===== config.mk =====
export PLATFORM = sky130hd
export DESIGN_NAME = reg_file_sb_flat
export DESIGN_NICKNAME = d
export VERILOG_FILES = /design/src/rtl/reg_file_sb_if.sv /design/src/rtl/reg_file_sb.sv /design/src/flat_wrapper.sv
export SDC_FILE = /design/constraint.sdc
export NUM_CORES = 2
export LEC_CHECK = 0
export BUFFER_PORTS_ARGS = -buffer_cell sky130_fd_sc_hd__buf_2
export CAP_MARGIN = 20
export CORE_UTILIZATION = 68
export CTS_CLUSTER_DIAMETER = 120
export DETAILED_ROUTE_END_ITERATION = 16
export HOLD_SLACK_MARGIN = 0.12
export PLACE_DENSITY_LB_ADDON = 0.05
export SKIP_CTS_REPAIR_TIMING = 1
export SLEW_MARGIN = 30
export SYNTH_ARGS = -nofsm -noshare
export SYNTH_HDL_FRONTEND = slang
export SYNTH_SLANG_ARGS = --single-unit

===== constraint.sdc =====
create_clock -name CLK -period 8.45 [get_ports CLK]
set_input_delay 0.845 -clock CLK [delete_from_list [all_inputs] [get_ports CLK]]
set_output_delay 0.845 -clock CLK [all_outputs]
set_load 0.02 [all_outputs]

===== src/rtl/reg_file_sb_if.sv =====
// Command/response bundle for the scoreboarded register file.
// The master drives the requests and the slave returns the registered read results.
interface reg_file_sb_if #(
    parameter int unsigned DATA_WIDTH = 32,
    parameter int unsigned ADDR_WIDTH = 5
);
    logic                  READY;
    logic                  READ;
    logic [ADDR_WIDTH-1:0] ADDR_R1;
    logic [ADDR_WIDTH-1:0] ADDR_R2;
    logic [DATA_WIDTH-1:0] DATA_R1;
    logic [DATA_WIDTH-1:0] DATA_R2;
    logic                  BUSY_R1;
    logic                  BUSY_R2;
    logic                  VALID_R;
    logic                  WRITE;
    logic [ADDR_WIDTH-1:0] ADDR_W;
    logic [DATA_WIDTH-1:0] DATA_W;
    logic                  RESERVE;
    logic [ADDR_WIDTH-1:0] ADDR_RSV;

    modport master (
        input  READY, DATA_R1, DATA_R2, BUSY_R1, BUSY_R2, VALID_R,
        output READ, ADDR_R1, ADDR_R2, WRITE, ADDR_W, DATA_W, RESERVE, ADDR_RSV
    );

    modport slave (
        output READY, DATA_R1, DATA_R2, BUSY_R1, BUSY_R2, VALID_R,
        input  READ, ADDR_R1, ADDR_R2, WRITE, ADDR_W, DATA_W, RESERVE, ADDR_RSV
    );
endinterface


===== src/rtl/reg_file_sb.sv =====
// Dual-read, single-write register file with write-to-read bypass, an optional
// hardwired zero register, a per-register busy scoreboard, and a post-reset clear sweep.
module reg_file_sb #(
    parameter int unsigned DATA_WIDTH = 32,
    parameter int unsigned ADDR_WIDTH = 5,
    parameter bit          ZERO_REG   = 1'b1
) (
    input  logic         CLK,
    input  logic         RST,
    reg_file_sb_if.slave bus
);

    localparam int unsigned DEPTH = 1 << ADDR_WIDTH;

    typedef enum logic {CLEAR, RUN} state_t;

    state_t                  state_q, state_d;
    logic [ADDR_WIDTH-1:0]   sweep_q, sweep_d;
    logic [DEPTH-1:0]        sb_q, sb_d;
    logic [DATA_WIDTH-1:0]   mem [DEPTH];

    logic                    mem_we;
    logic [ADDR_WIDTH-1:0]   mem_wa;
    logic [DATA_WIDTH-1:0]   mem_wd;
    logic                    wr_en, rsv_en;

    logic                    ready_q, ready_d;
    logic                    valid_q, valid_d;
    logic [DATA_WIDTH-1:0]   data_r1_q, data_r1_d;
    logic [DATA_WIDTH-1:0]   data_r2_q, data_r2_d;
    logic                    busy_r1_q, busy_r1_d;
    logic                    busy_r2_q, busy_r2_d;

    // Next-state, single array write port, scoreboard update and read result.
    always_comb begin
        state_d   = state_q;
        sweep_d   = sweep_q;
        sb_d      = sb_q;
        mem_we    = 1'b0;
        mem_wa    = sweep_q;
        mem_wd    = '0;
        wr_en     = 1'b0;
        rsv_en    = 1'b0;
        ready_d   = ready_q;
        valid_d   = 1'b0;
        data_r1_d = data_r1_q;
        data_r2_d = data_r2_q;
        busy_r1_d = busy_r1_q;
        busy_r2_d = busy_r2_q;

        case (state_q)
            CLEAR: begin
                mem_we  = 1'b1;
                sweep_d = sweep_q + ADDR_WIDTH'(1);
                if (sweep_q == ADDR_WIDTH'(DEPTH - 1)) begin
                    state_d = RUN;
                    ready_d = 1'b1;
                end
            end
            RUN: begin
                wr_en  = bus.WRITE   && !(ZERO_REG && bus.ADDR_W   == '0);
                rsv_en = bus.RESERVE && !(ZERO_REG && bus.ADDR_RSV == '0);
                if (wr_en) begin
                    mem_we           = 1'b1;
                    mem_wa           = bus.ADDR_W;
                    mem_wd           = bus.DATA_W;
                    sb_d[bus.ADDR_W] = 1'b0;
                end
                // Reserve applied after the write-clear so a same-cycle reservation wins.
                if (rsv_en) begin
                    sb_d[bus.ADDR_RSV] = 1'b1;
                end
                if (bus.READ) begin
                    valid_d   = 1'b1;
                    data_r1_d = (wr_en && bus.ADDR_W == bus.ADDR_R1) ? bus.DATA_W : mem[bus.ADDR_R1];
                    data_r2_d = (wr_en && bus.ADDR_W == bus.ADDR_R2) ? bus.DATA_W : mem[bus.ADDR_R2];
                    busy_r1_d = sb_d[bus.ADDR_R1];
                    busy_r2_d = sb_d[bus.ADDR_R2];
                    if (ZERO_REG && bus.ADDR_R1 == '0) begin
                        data_r1_d = '0;
                        busy_r1_d = 1'b0;
                    end
                    if (ZERO_REG && bus.ADDR_R2 == '0) begin
                        data_r2_d = '0;
                        busy_r2_d = 1'b0;
                    end
                end
            end
        endcase
    end

    // Control and output registers.
    always_ff @(posedge CLK) begin
        if (RST) begin
            state_q   <= CLEAR;
            sweep_q   <= '0;
            sb_q      <= '0;
            ready_q   <= 1'b0;
            valid_q   <= 1'b0;
            data_r1_q <= '0;
            data_r2_q <= '0;
            busy_r1_q <= 1'b0;
            busy_r2_q <= 1'b0;
        end else begin
            state_q   <= state_d;
            sweep_q   <= sweep_d;
            sb_q      <= sb_d;
            ready_q   <= ready_d;
            valid_q   <= valid_d;
            data_r1_q <= data_r1_d;
            data_r2_q <= data_r2_d;
            busy_r1_q <= busy_r1_d;
            busy_r2_q <= busy_r2_d;
        end
    end

    // Storage array has no reset so it can map onto a RAM macro.
    always_ff @(posedge CLK) begin
        if (mem_we && !RST) begin
            mem[mem_wa] <= mem_wd;
        end
    end

    assign bus.READY   = ready_q;
    assign bus.VALID_R = valid_q;
    assign bus.DATA_R1 = data_r1_q;
    assign bus.DATA_R2 = data_r2_q;
    assign bus.BUSY_R1 = busy_r1_q;
    assign bus.BUSY_R2 = busy_r2_q;

endmodule

===== src/flat_wrapper.sv =====
// flat-port wrapper written by rule: the top's interface ports become plain ports
module reg_file_sb_flat 
#(
    parameter int unsigned DATA_WIDTH = 32,
    parameter int unsigned ADDR_WIDTH = 5,
    parameter bit          ZERO_REG   = 1'b1
)
  (CLK, RST, bus_READY, bus_DATA_R1, bus_DATA_R2, bus_BUSY_R1, bus_BUSY_R2, bus_VALID_R, bus_READ, bus_ADDR_R1, bus_ADDR_R2, bus_WRITE, bus_ADDR_W, bus_DATA_W, bus_RESERVE, bus_ADDR_RSV);
  reg_file_sb_if #(.DATA_WIDTH(DATA_WIDTH), .ADDR_WIDTH(ADDR_WIDTH)) bus_i ();
  input  logic CLK;
  input  logic RST;
  output wire logic [$bits(bus_i.READY)-1:0] bus_READY;
  output wire logic [$bits(bus_i.DATA_R1)-1:0] bus_DATA_R1;
  output wire logic [$bits(bus_i.DATA_R2)-1:0] bus_DATA_R2;
  output wire logic [$bits(bus_i.BUSY_R1)-1:0] bus_BUSY_R1;
  output wire logic [$bits(bus_i.BUSY_R2)-1:0] bus_BUSY_R2;
  output wire logic [$bits(bus_i.VALID_R)-1:0] bus_VALID_R;
  input wire logic [$bits(bus_i.READ)-1:0] bus_READ;
  input wire logic [$bits(bus_i.ADDR_R1)-1:0] bus_ADDR_R1;
  input wire logic [$bits(bus_i.ADDR_R2)-1:0] bus_ADDR_R2;
  input wire logic [$bits(bus_i.WRITE)-1:0] bus_WRITE;
  input wire logic [$bits(bus_i.ADDR_W)-1:0] bus_ADDR_W;
  input wire logic [$bits(bus_i.DATA_W)-1:0] bus_DATA_W;
  input wire logic [$bits(bus_i.RESERVE)-1:0] bus_RESERVE;
  input wire logic [$bits(bus_i.ADDR_RSV)-1:0] bus_ADDR_RSV;
  assign bus_READY = bus_i.READY;
  assign bus_DATA_R1 = bus_i.DATA_R1;
  assign bus_DATA_R2 = bus_i.DATA_R2;
  assign bus_BUSY_R1 = bus_i.BUSY_R1;
  assign bus_BUSY_R2 = bus_i.BUSY_R2;
  assign bus_VALID_R = bus_i.VALID_R;
  assign bus_i.READ = bus_READ;
  assign bus_i.ADDR_R1 = bus_ADDR_R1;
  assign bus_i.ADDR_R2 = bus_ADDR_R2;
  assign bus_i.WRITE = bus_WRITE;
  assign bus_i.ADDR_W = bus_ADDR_W;
  assign bus_i.DATA_W = bus_DATA_W;
  assign bus_i.RESERVE = bus_RESERVE;
  assign bus_i.ADDR_RSV = bus_ADDR_RSV;
  reg_file_sb #(.DATA_WIDTH(DATA_WIDTH), .ADDR_WIDTH(ADDR_WIDTH), .ZERO_REG(ZERO_REG)) u_core (.CLK(CLK), .RST(RST), .bus(bus_i));
endmodule

Yosys cells after proc, flatten, opt, wreduce, memory -nomap -nowiden
Memory sizes are Yosys's and may differ from the RTL's.
Index checks and enable logic that the tools add are counted.
Widths: inputs -> output; s select.

cells by class
  $add $sub $neg = 1
  multipliers = 0
  divide/modulo/power cells = 0
  $lt $le $gt $ge = 6
  equality and inequality tests = 3
  shift-type cells = 0
  multiplexer cells = 29
  bitwise logic cells = 4
  reduce and logical (&&, ||, !) cells = 17

operators by type and width
  cell                 number
  $mux 32              10
  $and 32x32->32       1
  $not 32->32          1
  $or 32x32->32        1
  $lt 5x6->1 const B   4
  $logic_not 5->1      4
  $mux 1               12
  $bmux 1 s5           2
  $demux 1 s5          2
  $eq 5x5->1           2
  $ge 5x1->1 const B   2
  $mux 5               2
  $logic_and 1x1->1    7
  $add 5x1->5 const B  1
  $eq 5x5->1 const B   1
  $reduce_and 2->1     2
  $logic_not 1->1      3
  $pmux 1 s2           1
  $reduce_or 2->1      1
  $not 1->1            1

storage, ports and cells
  register bits after elaboration = 106
  bits in latches = 0
  RAM bits = 1,024
  memory bits (read-only) = 0
  input bits = 57
  logic and storage cells = 70
  memories = 1

memory list
  memory      words  width  rd ports  clocked after Yosys merged registers in  wr ports  line               RTL
  u_core.mem  32     32     2         0                                        1         reg_file_sb.sv:20  logic [DATA_WIDTH-1:0] mem [DEPTH];

Depth between registers and ports, before layout
  depth after elaboration = 14
  gate-level depth with buffers = 11

Worst setup path before layout
No wires, ideal clock.

  path type = input -> register
  from = input bus_ADDR_W[3]
  to = memory u_core.mem[17][0], enable pin
  library setup time = 0.421 ns
  arrival time = 3.798 ns
  path slack = 4.231 ns
  cell stages on the path = 8
  path through = or3_1 > o31a_1 > clkbuf_1 > and2_1 > clkbuf_1 > o31ai_1 > nand2_1 > nor2_1

between the ends
  longest elaborated chain between the ends = 8

ends and longest elaborated chain
  what                          line                RTL
  start: declaration            flat_wrapper.sv:22  input wire logic [$bits(bus_i.ADDR_W)-1:0] bus_ADDR_W;
  $logic_not 5->1               reg_file_sb.sv:61   wr_en = bus.WRITE && !(ZERO_REG && bus.ADDR_W == '0);
  $logic_not 1->1               reg_file_sb.sv:61
  $logic_and 1x1->1             reg_file_sb.sv:61
  $mux 1                        reg_file_sb.sv:63   if (wr_en) begin
  $pmux 1 s2                    reg_file_sb.sv:51   case (state_q)
  $logic_and 1x1->1             reg_file_sb.sv:119  if (mem_we && !RST) begin
  $mux 1                        reg_file_sb.sv:119
  $mux 1 (implied by the code)  reg_file_sb.sv:120  mem[mem_wa] <= mem_wd;
  end: declaration              reg_file_sb.sv:20

Parallel ways exist; a longest one is shown, timed or not.

Worst setup path in the final report
  from = input bus_ADDR_W[3]
  to = memory u_core.mem[12][28], enable pin

Same word-level chain as after synthesis.

==> run summary <==
Worst-path clk slew = 0.06 ns
global placement routability congestion = 0.9421
Critical Path Slowest Stage Cell = nor2_4
via count = 37,690
TritonCTS Buffers = 115
Placed Area = 55,800 um2
gr usage total = 42.71%
hold path depth = 2
vias in the first global route = 36,870
wire per inst = 36.15 um
HPWL Detailed = 98,420 um
Fillers = 4,742
FF-to-FF path depth = 6
Via-to-Cell Ratio = 7.891
Netlist cell types = 63
Final Hold Vio Count = 0
Pre-antenna DRT Iters = 8
Critical Path Max Stage Delay = 0.88 ns
DRT iter0 DRCs = 5,623
Min-Delay Startpoint = u_core.sb_q[0]$_SDFFE_PP0P_
starting density of the core = 68.56%
Final ANT Viol Nets = 0
GR Overflow Total = 0
layout cell share with drive strength beyond 1 = 23.19%
EDFF count, synth = 1,024
Setup Skew = 0.02819 ns
CTS H-tree lvls = 3
Worst Hold Class = reg -> reg
IO Pins = 125
CTS Root Cell = clkbuf_16
Synth area leaders = edfxtp_1 (57%), mux4_2 (12%), mux2i_1 (7.0%), dfxtp_1 (3.9%), mux2_2 (2.7%)
critical-path cell list = buf_2, or3_1, o31a_2, and2_1, mux2i_1, nand2_1, nor2_4, buf_4
reg2reg end = u_core.bus.BUSY_R1$_SDFFE_PP0P_
design area = 59,640 um2
Layout area overhead = 10.30%
die height = 284.0 um
FP Rows = 103
fin crit share = 49.56%
Core Region = 78,870 um2
largest net degree at the start of global routing = 113
Worst Path Arrival = 4.55 ns
global-route wire length before repair = 248,600 um
Syn Inst Count = 3,599
syn_area_per_cell = 15.02 um2
synthesis warning total = 0
drt total wl = 172,700 um
internal reg-to-reg setup slack = 4.76 ns
Skew-Pair Late Insertion Delay = 0.70 ns
Syn Nets = 3,658
clk sinks = 1,130
status = finished, final reports clean
CTS tree = yes
multi-input logic area = 20,170 um2
Max-Cap Viols = 0
worst r2r src = u_core.state_q$_SDFF_PP0_
# setup viols final = 0
DRC Markers = 0
Mapped Area = 54,070 um2
IR drop worst, VDD = 0.0001923 V
Worst Hold End = u_core.sb_q[0]$_SDFFE_PP0P_
leak pwr = 18.67 nW
worst-margin pin slew = 1.219 ns
I/O Buffers = 124
Nets = 3,685
P per Cell Area = 202.6 nW/um2
setup TNS = 0 ns
FMAX = 238.8 MHz
crit path time final = 4.188 ns
ys async rst share = 0%
RSZ-0062 raised after global routing = no
Req. time, crit path = 8.81 ns
flip-flop and latch count after synthesis = 1,130
worst rel slew slack = 18.74%
WS Path Type = in -> reg
type of destination of the critical path = flip-flop
top_reg_cell synth = edfxtp_1
register area share after synthesis = 60.79%
Max Slew Vio Count = 0
die width = 284.0 um
cell taking the most area after synthesis = edfxtp_1
FF/Latch Area = 32,880 um2
worst-path fanout max = 39
antenna violations before repair = 4
startpoint class of the critical path = primary input
area share of the largest cell type after synthesis = 56.87%
die area = 80,650 um2
maximum root-to-sink buffer count = 3
synthesized netlist by cell type, drive strengths merged, types with 5 or more instances:
master and number:
clkbuf 195, o211ai 127, mux2i 377, o21a 15, xor2 7, edfxtp 1024
inv 5, and2 5, nand2 48, xnor2 5, nor3 19, mux2 128
dfxtp 106, a22oi 187, o21ai 219, nand3 9, mux4 279, and3 35
nand3b 10, a211oi 79, a21oi 203, nand2b 8, buf 109, nor2 218
nor2b 7, a221oi 124, nand4 5
kinds of logic after synthesis:
kind of cell             count (synthesis)  synth area share [%]
buffers and inverters                  309                 2.499
XOR/XNOR                                12                0.1944
adder cells (fa/ha/maj)                  2               0.04627
multiplexers                           784                 21.27
AND/OR/NAND/NOR                        388                 3.311
AO/OA/AOI/OAI                          974                 11.88
flip-flops                            1130                 60.79
registers in the layout, indices dropped and copies added, names as in the netlist:
name	count
u_core.bus.DATA_R1	32
u_core.bus.READY	1
u_core.state_q	1
u_core.sb_q	32
u_core.sweep_q	5
u_core.bus.BUSY_R1	1
u_core.bus.VALID_R	1
u_core.mem	1024
u_core.bus.DATA_R2	32
u_core.bus.BUSY_R2	1
worst max-delay path: cells and delay by family:
kind,cells,cell delay (ns)
simple gates,4,2.21
buf+inv,2,0.63
compound gates,1,0.61
mux,1,0.22
layer usage:
| metal | GRT usage (%) | share of wire (%) | wire length (um) |
|---|---|---|---|
| met4 | 24.26 | 6.5 | 11300 |
| met5 | 0 | 0.028 | 48 |
| met1 | 58.11 | 34 | 59110 |
| met3 | 10.79 | 15 | 25220 |
| met2 | 63.54 | 45 | 77010 |
layout make-up:
cell class,count,area share (%)
diodes,1,0.004196
clock inverters,72,0.9546
inverters,5,0.03147
multi-input cells,2160,33.83
clock buffers,145,5.379
repair buffers,214,2.478
flip-flops and latches,1130,55.12
well taps,1050,2.203
where the power goes:
part / total [W] / internal [W] / switching [W]
clock: 0.00510 / 0.00290 / 0.00220
combinational: 0.000928 / 0.000314 / 0.000614
sequential: 0.00606 / 0.00604 / 0.0000185
total: 0.0121 / 0.00925 / 0.00283
metrics by stage:
step / util [%] / cells / hold WS (ns) / worst slack (ns) / power [W]
detailed placement: 70.75 / 4557 / 0.4608 / 3.607 / 0.007071
global placement: 70.72 / 4557 / 0.4445 / 3.773 / 0.007057
global route: 75.61 / 4776 / 0.5031 / 4.173 / 0.01232
finish: 75.62 / 4777 / 0.4715 / 4.262 / 0.01209
floorplan: - / 3599 / 0.4276 / 4.231 / 0.006760
CTS: 75.54 / 4774 / 0.4703 / 4.353 / 0.01206
placed cells by master, fill, tap and decap left out, types with 10 or more instances in the layout:
master,count
a211oi_1,79
a21oi_1,201
a221oi_1,124
a22oi_1,187
and3_1,19
and3_2,16
buf_2,113
buf_4,85
clkbuf_1,15
clkbuf_16,121
clkinv_1,24
clkinv_2,30
dfxtp_1,105
edfxtp_1,1024
mux2_2,128
mux2i_1,377
mux4_2,278
nand2_1,47
nand3b_1,10
nor2_1,184
nor2_4,34
nor3_1,19
o211ai_1,127
o21a_1,15
o21ai_0,216
how the worst max path moves through the flow:
stage                  startpoint                            to  slack [ns]
floorplan           bus_ADDR_W[3]   u_core.mem[17][0]$_DFFE_PP_        4.23
CTS                 bus_ADDR_W[3]   u_core.mem[12][2]$_DFFE_PP_        4.35
finish              bus_ADDR_W[3]  u_core.mem[12][28]$_DFFE_PP_        4.26
detailed placement  bus_ADDR_W[3]  u_core.mem[12][25]$_DFFE_PP_        3.61
global route        bus_ADDR_W[3]  u_core.mem[12][30]$_DFFE_PP_        4.17
global placement    bus_ADDR_W[3]   u_core.mem[12][0]$_DFFE_PP_        3.77
Power figures use the tool's default switching activity.
